<file path="config.mk">
export PLATFORM = sky130hd
export DESIGN_NAME = drop_turn_ctrl
export DESIGN_NICKNAME = d
export VERILOG_FILES = /design/src/rtl/connect4_pkg.sv /design/src/rtl/key_event_detect.sv /design/src/rtl/drop_turn_ctrl.sv
export SDC_FILE = /design/constraint.sdc
export NUM_CORES = 1
export LEC_CHECK = 0
export ABC_AREA = 1
export CAP_MARGIN = 25
export CORE_UTILIZATION = 45
export CTS_CLUSTER_DIAMETER = 30
export DETAILED_ROUTE_END_ITERATION = 16
export DONT_BUFFER_PORTS = 1
export PLACE_DENSITY_LB_ADDON = 0.08
export RECOVER_POWER = 100
export SLEW_MARGIN = 5
export SYNTH_ARGS = -nofsm -noshare
export SYNTH_HDL_FRONTEND = slang
export SYNTH_SLANG_ARGS = --single-unit
</file>
<file path="constraint.sdc">
create_clock -name frame_clk -period 2.4 [get_ports frame_clk]
set_input_delay 0.24 -clock frame_clk [delete_from_list [all_inputs] [get_ports frame_clk]]
set_output_delay 0.24 -clock frame_clk [all_outputs]
set_load 0.01 [all_outputs]
</file>
<file path="src/rtl/connect4_pkg.sv">
// rtl/connect4_pkg.sv - shared Connect Four types and encodings
// Board geometry defaults are shared with the column datapaths and the win checker.
package connect4_pkg;

  localparam int NUM_COLS_DEF = 7;
  localparam int NUM_ROWS_DEF = 6;

  typedef enum logic [1:0] {
    IDLE  = 2'd0,
    ISSUE = 2'd1,
    CHECK = 2'd2,
    OVER  = 2'd3
  } state_t;

  localparam logic PLAYER_RED   = 1'b0;
  localparam logic PLAYER_BLACK = 1'b1;

  localparam logic [1:0] WIN_NONE  = 2'b00;
  localparam logic [1:0] WIN_RED   = 2'b01;
  localparam logic [1:0] WIN_BLACK = 2'b10;
  localparam logic [1:0] WIN_DRAW  = 2'b11;

  // Winner code for the player who made the winning move.
  function automatic logic [1:0] winner_of(input logic player);
    return (player == PLAYER_BLACK) ? WIN_BLACK : WIN_RED;
  endfunction

endpackage

</file>
<file path="src/rtl/key_event_detect.sv">
// rtl/key_event_detect.sv - one-cycle key event from a level keycode
// Ports: frame_clk, Reset (sync, active-high), keycode (0 = no key),
//        key_event (one-cycle pulse), event_code (keycode qualifying the event, else 0).
module key_event_detect (
  input  logic       frame_clk,
  input  logic       Reset,
  input  logic [7:0] keycode,
  output logic       key_event,
  output logic [7:0] event_code
);

  logic [7:0] prev_key_q;

  always_ff @(posedge frame_clk) begin
    if (Reset) begin
      prev_key_q <= 8'h00;
    end else begin
      prev_key_q <= keycode;
    end
  end

  // A held key fires only on its first cycle; key release (0) never fires.
  assign key_event  = (keycode != prev_key_q) && (keycode != 8'h00);
  assign event_code = key_event ? keycode : 8'h00;

endmodule

</file>
<file path="src/rtl/drop_turn_ctrl.sv">
// rtl/drop_turn_ctrl.sv - Connect Four game sequencer
// Ports: frame_clk, Reset (sync, active-high), keycode,
//        drop_ack / drop_valid, drop_col, drop_row, drop_player (column handshake),
//        check_req / check_done, win_found (win checker handshake),
//        board_clear, invalid_move (pulses), cur_player, move_count, game_over, winner.
module drop_turn_ctrl
  import connect4_pkg::*;
#(
  parameter int         NUM_COLS    = NUM_COLS_DEF,
  parameter int         NUM_ROWS    = NUM_ROWS_DEF,
  parameter logic [7:0] KEY_COL0    = 8'h1E,
  parameter logic [7:0] KEY_RESTART = 8'h29
) (
  input  logic       frame_clk,
  input  logic       Reset,
  input  logic [7:0] keycode,
  input  logic       drop_ack,
  input  logic       check_done,
  input  logic       win_found,
  output logic       drop_valid,
  output logic [2:0] drop_col,
  output logic [2:0] drop_row,
  output logic       drop_player,
  output logic       check_req,
  output logic       board_clear,
  output logic       invalid_move,
  output logic       cur_player,
  output logic [5:0] move_count,
  output logic       game_over,
  output logic [1:0] winner
);

  localparam logic [2:0] ROWS3       = 3'(NUM_ROWS);
  localparam logic [7:0] COLS8       = 8'(NUM_COLS);
  localparam logic [5:0] TOTAL_CELLS = 6'(NUM_COLS * NUM_ROWS);

  state_t state_q, state_d;

  logic [NUM_COLS-1:0][2:0] heights_q;
  logic [2:0]               drop_col_q, drop_row_q;
  logic                     drop_player_q;
  logic                     cur_player_q;
  logic [5:0]               move_count_q;
  logic [1:0]               winner_q, winner_d;
  logic                     board_clear_q, invalid_q, check_first_q;

  logic       key_event;
  logic [7:0] event_code;
  logic [7:0] key_diff;
  logic [2:0] key_col;
  logic       is_col_key;
  logic       is_restart;
  logic [2:0] col_height;

  logic do_load, do_ack, do_clear, do_bad, do_toggle;

  key_event_detect u_key (
    .frame_clk  (frame_clk),
    .Reset      (Reset),
    .keycode    (keycode),
    .key_event  (key_event),
    .event_code (event_code)
  );

  // Unsigned subtraction wraps keys below KEY_COL0 to large values, so one compare suffices.
  assign key_diff   = event_code - KEY_COL0;
  assign key_col    = key_diff[2:0];
  assign is_col_key = key_event && (key_diff < COLS8);
  assign is_restart = key_event && (event_code == KEY_RESTART);
  assign col_height = heights_q[key_col];

  always_comb begin
    state_d   = state_q;
    winner_d  = winner_q;
    do_load   = 1'b0;
    do_ack    = 1'b0;
    do_clear  = 1'b0;
    do_bad    = 1'b0;
    do_toggle = 1'b0;
    case (state_q)
      IDLE: begin
        if (is_restart) begin
          do_clear = 1'b1;
        end else if (is_col_key) begin
          if (col_height < ROWS3) begin
            do_load = 1'b1;
            state_d = ISSUE;
          end else begin
            do_bad = 1'b1;
          end
        end
      end
      ISSUE: begin
        if (drop_ack) begin
          do_ack  = 1'b1;
          state_d = CHECK;
        end
      end
      CHECK: begin
        // move_count already includes this move, so a full board reads TOTAL_CELLS here.
        if (check_done) begin
          if (win_found) begin
            winner_d = winner_of(drop_player_q);
            state_d  = OVER;
          end else if (move_count_q == TOTAL_CELLS) begin
            winner_d = WIN_DRAW;
            state_d  = OVER;
          end else begin
            do_toggle = 1'b1;
            state_d   = IDLE;
          end
        end
      end
      OVER: begin
        if (is_restart) begin
          do_clear = 1'b1;
        end
      end
      default: state_d = IDLE;
    endcase
    if (do_clear) begin
      state_d = IDLE;
    end
  end

  always_ff @(posedge frame_clk) begin
    if (Reset) begin
      state_q       <= IDLE;
      heights_q     <= '0;
      drop_col_q    <= 3'd0;
      drop_row_q    <= 3'd0;
      drop_player_q <= PLAYER_RED;
      cur_player_q  <= PLAYER_RED;
      move_count_q  <= 6'd0;
      winner_q      <= WIN_NONE;
      board_clear_q <= 1'b0;
      invalid_q     <= 1'b0;
      check_first_q <= 1'b0;
    end else begin
      state_q       <= state_d;
      board_clear_q <= do_clear;
      invalid_q     <= do_bad;
      check_first_q <= do_ack;
      if (do_clear) begin
        heights_q     <= '0;
        drop_col_q    <= 3'd0;
        drop_row_q    <= 3'd0;
        drop_player_q <= PLAYER_RED;
        cur_player_q  <= PLAYER_RED;
        move_count_q  <= 6'd0;
        winner_q      <= WIN_NONE;
      end else begin
        winner_q <= winner_d;
        if (do_load) begin
          drop_col_q    <= key_col;
          drop_row_q    <= col_height;
          drop_player_q <= cur_player_q;
        end
        if (do_ack) begin
          if (heights_q[drop_col_q] < ROWS3) begin
            heights_q[drop_col_q] <= heights_q[drop_col_q] + 3'd1;
          end
          if (move_count_q < TOTAL_CELLS) begin
            move_count_q <= move_count_q + 6'd1;
          end
        end
        if (do_toggle) begin
          cur_player_q <= ~cur_player_q;
        end
      end
    end
  end

  assign drop_valid   = (state_q == ISSUE);
  assign drop_col     = drop_col_q;
  assign drop_row     = drop_row_q;
  assign drop_player  = drop_player_q;
  assign check_req    = (state_q == CHECK) && check_first_q;
  assign board_clear  = board_clear_q;
  assign invalid_move = invalid_q;
  assign cur_player   = cur_player_q;
  assign move_count   = move_count_q;
  assign game_over    = (state_q == OVER);
  assign winner       = winner_q;

endmodule

</file>
==> flow_results.xml <==
<?xml version="1.0" encoding="UTF-8"?>
<metrics>
  <group name="cts">
    <metric name="clk_latency" unit="ps">300</metric>
    <metric name="worst_case_clock_buffer_depth" unit="">2</metric>
    <metric name="cts_tree" unit="">built</metric>
    <metric name="clk_root_buffer_cell" unit="">sky130_fd_sc_hd__clkbuf_8</metric>
    <metric name="cts_num_sinks" unit="">50</metric>
    <metric name="cts.clk_slew.worst_paths" unit="ps">90</metric>
    <metric name="numCtsBuffers" unit="">5</metric>
    <metric name="h_tree_level_count" unit="">2</metric>
  </group>
  <group name="yosys">
    <metric name="synth_cell_type_count" unit="">38</metric>
    <metric name="synthFlopType" unit="">sky130_fd_sc_hd__dfxtp_1</metric>
    <metric name="synth.net_count" unit="">432</metric>
    <metric name="synth-seq-area-share" unit="%">35.97</metric>
    <metric name="synth-seq-cells" unit="">50</metric>
    <metric name="synthCells" unit="">411</metric>
    <metric name="synthTopCellsByArea" unit="">sky130_fd_sc_hd__dfxtp_1 36%, sky130_fd_sc_hd__nand2_1 13%, sky130_fd_sc_hd__nor2_1 9.6%, sky130_fd_sc_hd__inv_1 6.5%, sky130_fd_sc_hd__a21oi_1 4.9%</metric>
    <metric name="post_synth.cell_area_avg" unit="um^2">6.770</metric>
    <metric name="postSynth.asyncResetShare" unit="%">0</metric>
    <metric name="synth-edff-count" unit="">0</metric>
    <metric name="synthesis.yosys.warnings" unit="">0</metric>
    <metric name="netlist.top_cell.by_area" unit="">sky130_fd_sc_hd__dfxtp_1</metric>
    <metric name="netlist.area_leader.share" unit="%">35.97</metric>
    <metric name="cell_area_after_synthesis" unit="um^2">2783</metric>
  </group>
  <group name="sta">
    <metric name="finalMaxSlewViolations" unit="">0</metric>
    <metric name="timing.slew.headroom" unit="%">70.21</metric>
    <metric name="report.final.hold_viol_count" unit="">0</metric>
    <metric name="period_share" unit="%">91.83</metric>
    <metric name="worst_slew_pin_slew" unit="ps">445.3</metric>
    <metric name="clock.fmax" unit="GHz">0.4537</metric>
    <metric name="fin_skew" unit="ps">3.837</metric>
    <metric name="setup_violating_endpoint_count_in_the_final_report" unit="">0</metric>
    <metric name="final.min_clock_period" unit="ps">2204</metric>
  </group>
  <group name="final_layout">
    <metric name="fin_area" unit="um^2">3050</metric>
    <metric name="flow.area_growth_from_synthesis" unit="%">9.622</metric>
    <metric name="final_cell_mix" unit="">98 x sky130_fd_sc_hd__nand2_1, 70 x sky130_fd_sc_hd__nor2_1, 50 x sky130_fd_sc_hd__dfxtp_1</metric>
    <metric name="filler_cell_count" unit="">616</metric>
    <metric name="drive_above_1_share" unit="%">10.61</metric>
    <metric name="number_of_diodes" unit="">0</metric>
    <metric name="layout.cells.non_filler" unit="">499</metric>
    <metric name="design.final.nets" unit="">444</metric>
    <metric name="layout.cells.most_common" unit="">sky130_fd_sc_hd__nand2_1</metric>
    <metric name="post-route-util" unit="%">51.22</metric>
  </group>
  <group name="placement">
    <metric name="buffer_ports.inserted" unit="">0</metric>
    <metric name="dp_hpwl" unit="um">5047</metric>
    <metric name="place.detailed.instances" unit="">487</metric>
    <metric name="globalplace.congestion" unit="">0.8816</metric>
    <metric name="place_area" unit="um^2">2878</metric>
  </group>
  <group name="route">
    <metric name="postRouteAntennaNets" unit="">0</metric>
    <metric name="route.detailed.drc" unit="">0</metric>
    <metric name="drtPass1Iterations" unit="">5</metric>
    <metric name="totalWireLength" unit="um">6698</metric>
    <metric name="route.vias.total" unit="">2604</metric>
    <metric name="route.detailed.wl_per_inst" unit="um">13.42</metric>
    <metric name="drt_iter0_markers" unit="">131</metric>
    <metric name="vias_per_cell" unit="">5.218</metric>
  </group>
  <group name="worst_setup_path">
    <metric name="cp_cell_sequence" unit="">inv_1 -&gt; nor2_1 -&gt; nand2_1 -&gt; o21ai_1 -&gt; a21oi_1 -&gt; o211ai_1 -&gt; a21oi_4 -&gt; buf_4 -&gt; nand2_1 -&gt; or2_2 -&gt; a21oi_1</metric>
    <metric name="critPathRequiredTime" unit="ps">2640</metric>
    <metric name="crit_path_max_incr_delay" unit="ps">390</metric>
    <metric name="cp-start-kind" unit="">register</metric>
    <metric name="setup.worst_path.class" unit="">register to register</metric>
    <metric name="worst_path_max_delay_cell" unit="">sky130_fd_sc_hd__dfxtp_1</metric>
    <metric name="cp_data_arrival_time" unit="ps">2450</metric>
    <metric name="critical_path.endpoint_type" unit="">register</metric>
    <metric name="critPathMaxFanout" unit="">8</metric>
  </group>
  <group name="floorplanning">
    <metric name="pin_count" unit="">34</metric>
    <metric name="floorplan.die.height" unit="um">80.64</metric>
    <metric name="die_width" unit="um">80.64</metric>
    <metric name="floorplan.initialDensity" unit="%">46.72</metric>
    <metric name="design.die.area" unit="um^2">6502</metric>
    <metric name="core_rows" unit="">28</metric>
    <metric name="floorplan.core_area" unit="um^2">5956</metric>
  </group>
  <group name="power">
    <metric name="total_power" unit="W">0.001964</metric>
    <metric name="p_leak" unit="nW">1.350</metric>
    <metric name="power.density_cell_area" unit="nW/um^2">644.0</metric>
    <metric name="vdd_ir_max" unit="V">0.0003703</metric>
  </group>
  <group name="global_route">
    <metric name="first_global_vias" unit="">2362</metric>
    <metric name="grt_antenna_before_repair" unit="">0</metric>
    <metric name="globalRouteTotalUtil" unit="%">21.51</metric>
    <metric name="grt_overflow" unit="">0</metric>
    <metric name="maximum_number_of_pins_on_one_net_before_global_route_repair" unit="">28</metric>
    <metric name="grt_pass1_wl" unit="um">10900</metric>
  </group>
  <group name="min_path">
    <metric name="hold_path_class" unit="">input port to register</metric>
  </group>
  <group name="outcome">
    <metric name="status" unit="">completed</metric>
  </group>
  <group name="job">
    <metric name="max_cap_viol_count" unit="">0</metric>
  </group>
</metrics>
[flip-flops by register name, indices dropped and copies added (netlist names)]
name / count
invalid_move: 1
drop_row: 3
u_key.prev_key_q: 8
winner: 2
state_q: 2
move_count: 6
board_clear: 1
heights_q: 21
drop_player: 1
cur_player: 1
drop_col: 3
check_first_q: 1
[critical path, delay by kind of cell (launching register included)]
kind,cells,cell delay [ps]
buf+inv,2,340
compound gates,5,760
simple gates,4,640
flops,1,390
[metal layers]
metal  up-vias  track usage [%]  share of wire, %
met5         -                0                 0
li1       1344                -                 -
met1      1190            28.80                50
met2        61            35.17                45
met3         9            3.750               4.3
met4         0            5.893               1.0
[synthesized netlist by cell type, drive strengths merged, types with 3 or more instances]
cell type  number
or2             9
a221oi          3
a21oi          30
nand3          31
nor2           73
nand4          13
buf             7
xnor2           5
dfxtp          50
nand2         100
o21ai          10
inv            53
ha              8
[per-stage QoR]
stage | worst slack, ps | hold slack, ps | TNS, ps
2_1_floorplan | 174.5 | 319.3 | 0
3_3_place_gp | 152.1 | 313.9 | 0
3_5_place_dp | 73.55 | 315.2 | 0
4_1_cts | 63.09 | 23.56 | 0
5_1_grt | -10.81 | 10.51 | -10.81
6_report | 196.1 | 28.15 | 0
[power by group]
part / leakage (nW) / internal [W] / switching (W)
Sequential: 0.406 / 0.000865 / 0.0000335
Clock: 0.0683 / 0.000418 / 0.000294
Combinational: 0.876 / 0.000128 / 0.000227
Total: 1.35 / 0.00141 / 0.000554
[layout make-up]
type	instances	area (um^2)	area share (%)
Clock buffer	5	68.82	2.256
Clock inverter	3	68.82	2.256
Inverter	53	198.9	6.522
Multi-Input combinational cell	300	1526	50.04
Sequential cell	50	1001	32.81
Tap cell	75	93.84	3.076
Timing Repair Buffer	13	92.59	3.035
[final timing paths]
kind / from / slack [ps] / depth (start not counted) / to
min reg2reg: heights_q[1] / 470 / 2 / heights_q[1]
min: keycode[6] / 30 / 2 / u_key.prev_key_q[6]
max reg2reg: drop_col[0] / 200 / 11 / heights_q[12]
max: drop_col[0] / 200 / 11 / heights_q[12]
[kinds of logic (layout without fill, tap and decap cells)]
group | Yosys count | in the layout | synth area share, %
buf+inv | 62 | 74 | 9.802
xor+xnor | 7 | 7 | 2.203
flops | 50 | 50 | 35.97
compound gates | 51 | 51 | 11.06
fa+ha+maj | 8 | 8 | 3.597
simple gates | 233 | 234 | 37.37
[what timing repair did]
action	4_1_cts	5_1_grt
setup endpoints to repair	0	21
hold buffers	1	0
setup buffers	0	2
hold endpoints to repair	11	0
resized for setup	0	4
(Power assumes the default switching activity.)
